`src/rtl/snn_input_loader.sv`:
```
// Unpacks a 1-bpp image arriving a byte at a time into the input-unit RAM, starts the
// classifier once the frame is complete, then transmits the resulting digit as ASCII.
`timescale 1ns/1ps
module snn_input_loader #(
    parameter int unsigned NUM_PIXELS = 784,
    parameter int unsigned ADDR_WIDTH = 10
) (
    input  logic                  clk,
    input  logic                  rst,
    input  logic                  rx_rdy,
    input  logic [7:0]            rx_data,
    output logic [ADDR_WIDTH-1:0] ram_addr,
    output logic                  ram_data,
    output logic                  ram_we,
    output logic                  snn_start,
    input  logic                  snn_done,
    input  logic [3:0]            snn_digit,
    input  logic                  tx_busy,
    output logic                  tx_start,
    output logic [7:0]            tx_data,
    output logic                  busy,
    output logic                  overrun
);

    typedef enum logic [2:0] {
        StWaitByte,
        StUnpack,
        StStart,
        StWaitDone,
        StTx
    } state_e;

    localparam logic [ADDR_WIDTH-1:0] LastPix = ADDR_WIDTH'(NUM_PIXELS - 1);

    state_e                  state;
    logic [7:0]              sr;
    logic [7:0]              hb;
    logic                    hb_valid;
    logic [2:0]              bit_idx;
    logic [ADDR_WIDTH-1:0]   pix_cnt;
    logic [3:0]              digit;
    logic                    hb_take;

    assign hb_take = (state == StWaitByte) && hb_valid;
    assign busy    = !((state == StWaitByte) && (pix_cnt == '0));

    // RAM outputs are registered one step ahead so each write is visible in its own UNPACK cycle.
    always_ff @(posedge clk) begin
        if (rst) begin
            state     <= StWaitByte;
            sr        <= '0;
            hb        <= '0;
            hb_valid  <= 1'b0;
            bit_idx   <= '0;
            pix_cnt   <= '0;
            digit     <= '0;
            ram_addr  <= '0;
            ram_data  <= 1'b0;
            ram_we    <= 1'b0;
            snn_start <= 1'b0;
            tx_start  <= 1'b0;
            tx_data   <= 8'h00;
            overrun   <= 1'b0;
        end else begin
            ram_we    <= 1'b0;
            snn_start <= 1'b0;
            tx_start  <= 1'b0;

            // A byte arriving while the buffer is being drained is kept, not lost.
            if (rx_rdy) begin
                if (!hb_valid || hb_take) begin
                    hb <= rx_data;
                end else begin
                    overrun <= 1'b1;
                end
            end
            hb_valid <= rx_rdy || (hb_valid && !hb_take);

            unique case (state)
                StWaitByte: begin
                    if (hb_valid) begin
                        sr       <= {1'b0, hb[7:1]};
                        bit_idx  <= '0;
                        ram_we   <= 1'b1;
                        ram_addr <= pix_cnt;
                        ram_data <= hb[0];
                        state    <= StUnpack;
                    end
                end
                StUnpack: begin
                    sr      <= {1'b0, sr[7:1]};
                    pix_cnt <= pix_cnt + 1'b1;
                    bit_idx <= bit_idx + 3'd1;
                    if (bit_idx != 3'd7) begin
                        ram_we   <= 1'b1;
                        ram_addr <= pix_cnt + 1'b1;
                        ram_data <= sr[0];
                    end else if (pix_cnt == LastPix) begin
                        snn_start <= 1'b1;
                        state     <= StStart;
                    end else begin
                        state <= StWaitByte;
                    end
                end
                StStart: begin
                    pix_cnt <= '0;
                    state   <= StWaitDone;
                end
                StWaitDone: begin
                    if (snn_done) begin
                        digit <= snn_digit;
                        state <= StTx;
                    end
                end
                StTx: begin
                    if (!tx_busy) begin
                        tx_start <= 1'b1;
                        tx_data  <= 8'h30 + {4'h0, digit};
                        state    <= StWaitByte;
                    end
                end
                default: state <= StWaitByte;
            endcase
        end
    end

endmodule

```
`config.mk`:
```
export PLATFORM = sky130hd
export DESIGN_NAME = snn_input_loader
export DESIGN_NICKNAME = d
export VERILOG_FILES = /design/src/rtl/snn_input_loader.sv
export SDC_FILE = /design/constraint.sdc
export NUM_CORES = 1
export LEC_CHECK = 0
export ABC_AREA = 1
export CORE_MARGIN = 2
export CORE_UTILIZATION = 45
export DETAILED_ROUTE_END_ITERATION = 16
export GPL_ROUTABILITY_DRIVEN = 1
export PLACE_DENSITY = 0.74
export SLEW_MARGIN = 40
export SYNTH_ARGS = -nofsm -noshare
export SYNTH_HDL_FRONTEND = slang
export SYNTH_SLANG_ARGS = --single-unit
```
`constraint.sdc`:
```
create_clock -name clk -period 3.5 [get_ports clk]
set_input_delay 0.7 -clock clk [delete_from_list [all_inputs] [get_ports clk]]
set_output_delay 0.7 -clock clk [all_outputs]
set_load 0.02 [all_outputs]
```
After elaboration in Yosys (flattened, before gate mapping)
Index checks and enable logic that the tools add are counted.
{"block": "totals", "regBits": 60, "in_bits": 17, "output_inout_bits": 24, "word_cells": 75}
{"block": "op_classes", "add_sub_neg": 3, "n_eq_ne": 11, "muxes": 22, "bitwise": 4, "n_reduce_logical": 21}
{"op": "10-bit one-hot mux with 2 select lines", "count": 2}
{"op": "10-bit two-way mux", "count": 2}
{"op": "8-bit one-hot mux with 2 select lines", "count": 1}
{"op": "3-bit two-way mux", "count": 5}
{"op": "3-bit one-hot mux with 5 select lines", "count": 1}
{"op": "10-bit by 1-bit adder with 10-bit output, second input constant", "count": 1}
{"op": "10-bit == test, second input constant", "count": 1}
{"op": "10-bit logical NOT", "count": 1}
{"op": "2-bit != test, second input constant", "count": 5}
{"op": "2-bit AND reduction", "count": 5}
{"op": "8-bit two-way mux", "count": 1}
{"op": "6-bit by 4-bit adder with 7-bit output, first input constant", "count": 1}
{"op": "3-bit by 2-bit == test with 1-bit output, second input constant", "count": 2}
{"op": "1-bit two-way mux", "count": 6}
{"op": "3-bit one-hot mux with 2 select lines", "count": 1}
{"op": "1-bit inverter", "count": 4}
{"op": "1-bit one-hot mux with 2 select lines", "count": 2}
{"op": "4-bit AND reduction", "count": 1}
{"op": "2-bit nonzero test", "count": 2}
{"op": "3-bit by 1-bit adder with 3-bit output, second input constant", "count": 1}
{"op": "3-bit by 1-bit == test with 1-bit output, second input constant", "count": 1}
{"op": "3-bit == test, second input constant", "count": 1}
{"op": "1-bit logical AND", "count": 3}
{"op": "1-bit logical NOT", "count": 3}
{"op": "other kinds (7)", "count": 8}

Longest topological paths before layout
Gate-level depths: netlist of the first run.
{"block": "logic_depth", "ltp_word": 5, "depth_mapped": 9, "mapped_depth_nobuf": 9}

Worst setup path after synthesis of the first run
OpenSTA, ideal clock, no wires.
{"block": "synth_path", "path_kind": "register to output", "from": "register state[0]", "to": "output busy", "arrival_ns": 0.874, "required_ns": 2.800, "path_slack_ns": 1.926, "path_stages_with_launch": 5, "path_buffers": 0, "path_cell_list": "dfxtp_1 > nor2_2 > nand2_1 > nor2_1 > nand2_1"}
{"block": "synth_via", "elab_chain_cells": 3}
{"element": "start, declared", "line_no": "35", "rtl": "state_e state;"}
{"element": "start signal, assigned", "line_no": "50", "rtl": "state <= StWaitByte;"}
{"element": "start signal, assigned", "line_no": "87", "rtl": "state <= StUnpack;"}
{"element": "start signal, assigned", "line_no": "100", "rtl": "state <= StStart;"}
{"element": "3-bit logical NOT", "line_no": "45", "rtl": "assign busy = !((state == StWaitByte) && (pix_cnt == '0));"}
{"element": "1-bit logical AND", "line_no": "45"}
{"element": "1-bit logical NOT", "line_no": "45"}
{"element": "end, declared", "line_no": "21", "rtl": "output logic busy,"}
Every way passes these cells.

Final worst setup path of the first run
Ends and elaborated chain as after synthesis.

==> impl_metrics.ini, run 1 <==
[global_route]
grtUsageMet3_pct = 3.10
grtUsageMet1_pct = 21.5
busiest_layer = met2
grt_use_met2_pct = 31.2
grt_pass1_wl_mm = 8.73
grt_max_degree = 35
grt-ovfl-total = 0
grt.total_usage_pct = 17.5
grt_pass1_vias = 2001
antenna_found_initial = 0

[route]
dr.pass1.iters = 4
drc = 0
post_drt_wl_per_cell_um = 10.7
drt_first_iter_violations = 117
vias = 2204
vias_per_cell = 4.87
ant_nets = 0
routed_wl_mm = 4.86

[worst_setup_path]
r2r_cells = 7
cpPeakStageDelay_ns = 0.54
cpMostUsedCell = nand2_1
end_kind = output pin
path_cells = nor2_2 > nand2_1 > nor2_1 > nand2_1 > clkdlybuf4s50_1
cp.arrival_ns = 1.82
r2r_setup_slack_ns = 1.82
path_depth = 5
cp-startpoint = state[0]
regToRegStartpoint = state[2]
crit_required_ns = 2.80
path_buf_inv = 1
crit_family = simple AND/OR/NAND/NOR gates
path_class = reg2out
worstSetupEndpoint = busy
rr_endpoint = sr[1]
start_kind = register
path_max_fanout = 6
cp_slowest_cell = clkdlybuf4s50_1

[die]
die_area_um2 = 6090
initial_core_util_pct = 47.4
die_width_um = 78.1
pin_count = 41
rows = 26
die_h_um = 78.1
core-area_um2 = 5200

[yosys]
synthDominantCellAreaShare_pct = 45.4
synth-edff-count = 0
syn_area_per_cell_um2 = 7.11
synth_async_sr_flop_share_pct = 0
ys_seq_area_share_pct = 45.4
syn_area_um2 = 2470
synthFlopType = dfxtp_1
synth.area.top_cells = dfxtp_1, nand2_1, nor2_1, a21oi_1, o21ai_1
synth_common_cells = nand2_1, nor2_1, dfxtp_1, a21oi_1, inv_1
synth-seq-cells = 56
netlist_instances = 347
yosysWarnings = 0
synth_largest_area_cell = dfxtp_1
ys_types = 26
synth.most_common_cell = nand2_1

[place]
place_inst = 445
gp_congestion = 0.840
port_buffers = 38
place_hpwl_mm = 3.39

[pwr]
clock_power_share_pct = 25.3
p_per_area_nw_per_um2 = 481
pwr-share-comb_pct = 23.7
p_leak_nw = 1.25
vdd_drop_max_mv = 0.274
p_sw_w = 0.000434
pwr-share-seq_pct = 51.0
p_sw_share_pct = 30.6
p_int_w = 0.000986

[sta]
finClkSkew_ns = 0.00718
worst_pin_slew_ns = 0.514
setup_viol = 0
fmax_mhz = 397
period_needed_ns = 2.52
period_share_pct = 72.1
setup_tns_ns = 0
rsz0062_at_grt = false
slew_viol_final = 0
slew_headroom_pct = 65.7
hold_viol = 0

[final_layout]
area_growth_pct = 19.7
nets = 403
antennaDiodeCount = 0
n_fill_cell = 503
layout.cells.non_filler = 453
drive_gt1_share_pct = 6.79

[clock_tree]
ctsHtreeMaxLevel = 2
ctsResizeCount = 0
clock-sinks = 56
postCtsSetupBuffers = 0
cts-root-buf = clkbuf_8
cts_buffer_depth = 2
clk_pin_slew_ns = 0.09
cts_tree = done
cts_buffers = 5
worstSkewPairLatency_ns = 0.30
postCtsHoldBufs = 0

[min_path]
hold_path.class = reg2reg
worstHoldPathCells = 2

[job]
max-cap-violations = 0

[status]
status = complete, no violations
## layout make-up
| class | count | area [µm²] | share of cell area (%) |
|---|---|---|---|
| timing repair buffer | 39 | 388 | 13.1 |
| inverter | 35 | 134 | 4.53 |
| sequential | 56 | 1120 | 37.9 |
| multi-input combinational | 245 | 1130 | 38.4 |
| clock buffer | 8 | 90.1 | 3.05 |
| tap | 70 | 87.6 | 2.96 |
## cells by family (layout without fill, tap and decap cells)
logic type	count (synthesis)	after routing	share of synthesized area, %
compound gates	68	68	13.9
xor+xnor	1	1	0.355
fa+ha+maj	4	4	2.03
buf+inv	47	82	8.77
flops	56	56	45.4
other cells	1	2	0.152
simple gates	170	170	29.4
## sequential cells by signal (all words and copies together) (netlist names)
register / flops
bit_idx: 3
digit: 4
hb: 8
hb_valid: 1
overrun: 1
pix_cnt: 10
ram_addr: 10
ram_data: 1
ram_we: 1
snn_start: 1
sr: 7
state: 3
tx_data: 5
tx_start: 1
## worst min-delay path by stage
| stage | from | to |
|---|---|---|
| 2_1_floorplan | digit[0] | digit[0] |
| 3_3_place_gp | tx_data[1] | tx_data[1] |
| 3_5_place_dp | tx_data[3] | tx_data[3] |
| 4_1_cts | tx_data[3] | tx_data[3] |
| 5_1_grt | tx_data[3] | tx_data[3] |
| 6_report | tx_data[3] | tx_data[3] |
## power groups by stage
stage | registers, W | logic, W | clock network, W
detailed placement | 0.000739 | 0.000340 | 0
global route | 0.000731 | 0.000381 | 0.000398
finish | 0.000724 | 0.000337 | 0.000359
floorplan | 0.000763 | 0.000213 | 0
global placement | 0.000738 | 0.000334 | 0
CTS | 0.000724 | 0.000341 | 0.000375
## placed cells by master, fill, tap and decap left out
cell | synthesis | layout
clkbuf_1 | 5 | 2
nand2_1 | 81 | 81
o21ai_1 | 25 | 25
nand3_2 | 3 | 3
a21oi_1 | 31 | 31
inv_2 | 8 | 9
buf_4 | 4 | 1
nor2_4 | 1 | 1
xnor2_1 | 1 | 1
nor2_1 | 57 | 57
nand4_1 | 1 | 1
nor3_1 | 2 | 2
nand3_1 | 19 | 19
dfxtp_1 | 56 | 56
o21a_1 | 1 | 1
nand3_4 | 1 | 1
nand2_4 | 1 | 1
nand3b_1 | 1 | 1
clkdlybuf4s50_1 | 0 | 38
conb_1 | 1 | 2
inv_1 | 26 | 25
clkbuf_8 | 0 | 6
inv_4 | 1 | 1
o21ai_0 | 11 | 11
nor2_2 | 2 | 2
ha_1 | 4 | 4
nand2_2 | 1 | 1
## through the flow
step / total power (W) / worst slack (ns) / instance area (µm²) / utilization (%) / hold slack (ns)
after floorplan: 0.000975 / 1.93 / 2470 / - / 0.438
after global placement: 0.00107 / 1.06 / 2870 / 55.0 / 0.437
after detailed placement: 0.00108 / 1.32 / 2870 / 55.0 / 0.440
after CTS: 0.00144 / 0.982 / 2960 / 56.8 / 0.455
after global routing: 0.00151 / 0.901 / 2960 / 56.8 / 0.472
final: 0.00142 / 0.978 / 2960 / 56.8 / 0.452
## layer usage
metal / vias up / share of wire [%]
met3: 6 / 2.8
met2: 32 / 48
met1: 991 / 48
met4: 0 / 1.4
met5: - / 0
li1: 1175 / -
## tightest hold or removal path, cell delays in order, from the launching register on
cell     delay, ns
dfxtp_1       0.32
inv_1         0.05
a21oi_1       0.05
(Power assumes the default switching activity.)
==> run 2: changes to the inputs <==
- clock period: 3.5 -> 2.4 ns (I/O delays scaled with it)
==> run 2 against run 1 <==
  * Flip-flop and latch count unchanged
  * Clock power up 46%
  * First-iteration DRC count down 18%
  * Sequential power up 46%
  * Sequential share of layout area down 0.13 points
  * Die area unchanged
  * Wire length down 0.29%
  * Utilization up 0.19 points
  * Power up 46%
  * Critical endpoint unchanged
==> impl_metrics.ini, run 2 (synthesis gave the netlist of run 1 again) <==
[status]
status = complete, no violations

[route]
routed_wl_mm = 4.84
ant_nets = 0
vias_per_cell = 4.83
post_drt_wl_per_cell_um = 10.7
drt_first_iter_violations = 96
dr.pass1.iters = 4
vias = 2192
drc = 0

[final_layout]
mostFrequentLayoutCells = nand2_1, nor2_1, dfxtp_1, clkdlybuf4s50_1, a21oi_1
nets = 404
reg.largest.list = pix_cnt: 10 flops, ram_addr: 10 flops, hb: 8 flops
drive_gt1_share_pct = 7.29
antennaDiodeCount = 0
final_common_cell = nand2_1
area_growth_pct = 20.1

[worst_setup_path]
path_max_fanout = 6
end_kind = output pin
crit_required_ns = 1.92
cp.arrival_ns = 1.78
path_class = reg2out
start_kind = register

[sta]
fmax_mhz = 443
period_needed_ns = 2.26
finClkSkew_ns = 0.00698
setup_slack_ns = 0.142
setup_viol = 0
hold_viol = 0
rsz0062_at_grt = false
slew_viol_final = 0
period_share_pct = 94.1
setup_tns_ns = 0

[die]
die_width_um = 78.1
initial_core_util_pct = 47.4
die_area_um2 = 6090
pin_count = 41
die_h_um = 78.1
core-area_um2 = 5200
rows = 26

[clock_tree]
postCtsHoldBufs = 0
cts_buffers = 5
cts_tree = done
clock-sinks = 56
cts-root-buf = clkbuf_8
cts_buffer_depth = 2
ctsResizeCount = 0
worstSkewPairLatency_ns = 0.31
clk_pin_slew_ns = 0.10
ctsHtreeMaxLevel = 2
postCtsSetupBuffers = 0

[place]
port_buffers = 38
place_hpwl_mm = 3.42
pre_cts_ws_ns = 0.496
gp_congestion = 0.865

[min_path]
hold_path.class = reg2reg

[pwr]
p_per_area_nw_per_um2 = 700
vdd_drop_max_mv = 0.324
p_sw_share_pct = 30.9
pwr-share-comb_pct = 23.8
p_int_w = 0.00143
pwr-share-seq_pct = 50.9
clock_power_share_pct = 25.3
p_leak_nw = 1.26
p_sw_w = 0.000640

[global_route]
grt_pass1_wl_mm = 8.55
grt.total_usage_pct = 17.1
grt_max_degree = 35
antenna_found_initial = 0
grt-ovfl-total = 0
grt_pass1_vias = 2020

[job]
max-cap-violations = 0
run 2: changes by cell type in the layout (fill, tap and decap cells not counted), sizes merged:
| cell | before | now |
|---|---|---|
| buf | 1 | 2 |
| clkbuf | 8 | 6 |
| clkinv | 0 | 2 |
run 2: path summary, 6_finish.rpt:
path | start | to | slack, ns | depth (start not counted)
worst max register to register | state[2] | sr[2] | 0.72 | 7
worst min-delay path | tx_data[3] | tx_data[3] | 0.45 | 2
worst min register to register | tx_data[3] | tx_data[3] | 0.45 | 2
worst max-delay path | state[0] | busy | 0.14 | 5
run 2: cell type report:
| cell class | instances | area [µm²] |
|---|---|---|
| Clock buffer | 6 | 82.6 |
| Clock inverter | 2 | 10.0 |
| Fill cell | 506 | 2240 |
| Inverter | 35 | 134 |
| Multi-Input combinational cell | 245 | 1130 |
| Sequential cell | 56 | 1120 |
| Tap cell | 70 | 87.6 |
| Timing Repair Buffer | 40 | 395 |
run 2: routing by layer:
metal,global-route usage [%],part of all wire [%],wire (µm)
met1,20.1,48,2300
met2,30.9,48,2340
met3,3.91,3.2,154
met4,5.26,1.0,49
met5,0,0,0
run 2: power by group through the flow:
stage               Sequential (W)  Combinational, W  Clock (W)
floorplan                  0.00111          0.000310          0
global placement           0.00107          0.000491          0
detailed placement         0.00108          0.000497          0
CTS                        0.00106          0.000499   0.000538
global route               0.00107          0.000555   0.000580
finish                     0.00106          0.000494   0.000525
run 2: metrics by stage:
stage               cells  hold slack [ns]  cell area, µm²  total power (W)  util [%]
finish                454            0.448            2970          0.00207      57.0
global route          454            0.483            2970          0.00220      57.0
CTS                   454            0.451            2970          0.00209      57.0
detailed placement    446            0.437            2870          0.00157      55.2
global placement      446            0.433            2870          0.00156      55.2
floorplan             348            0.438            2470          0.00142         -
run 2: critical path, cell delays in order (launching register included):
cell and delay (ns):
dfxtp_1 0.39, nor2_2 0.24, nand2_1 0.11, nor2_1 0.11, nand2_1 0.07, clkdlybuf4s50_1 0.54
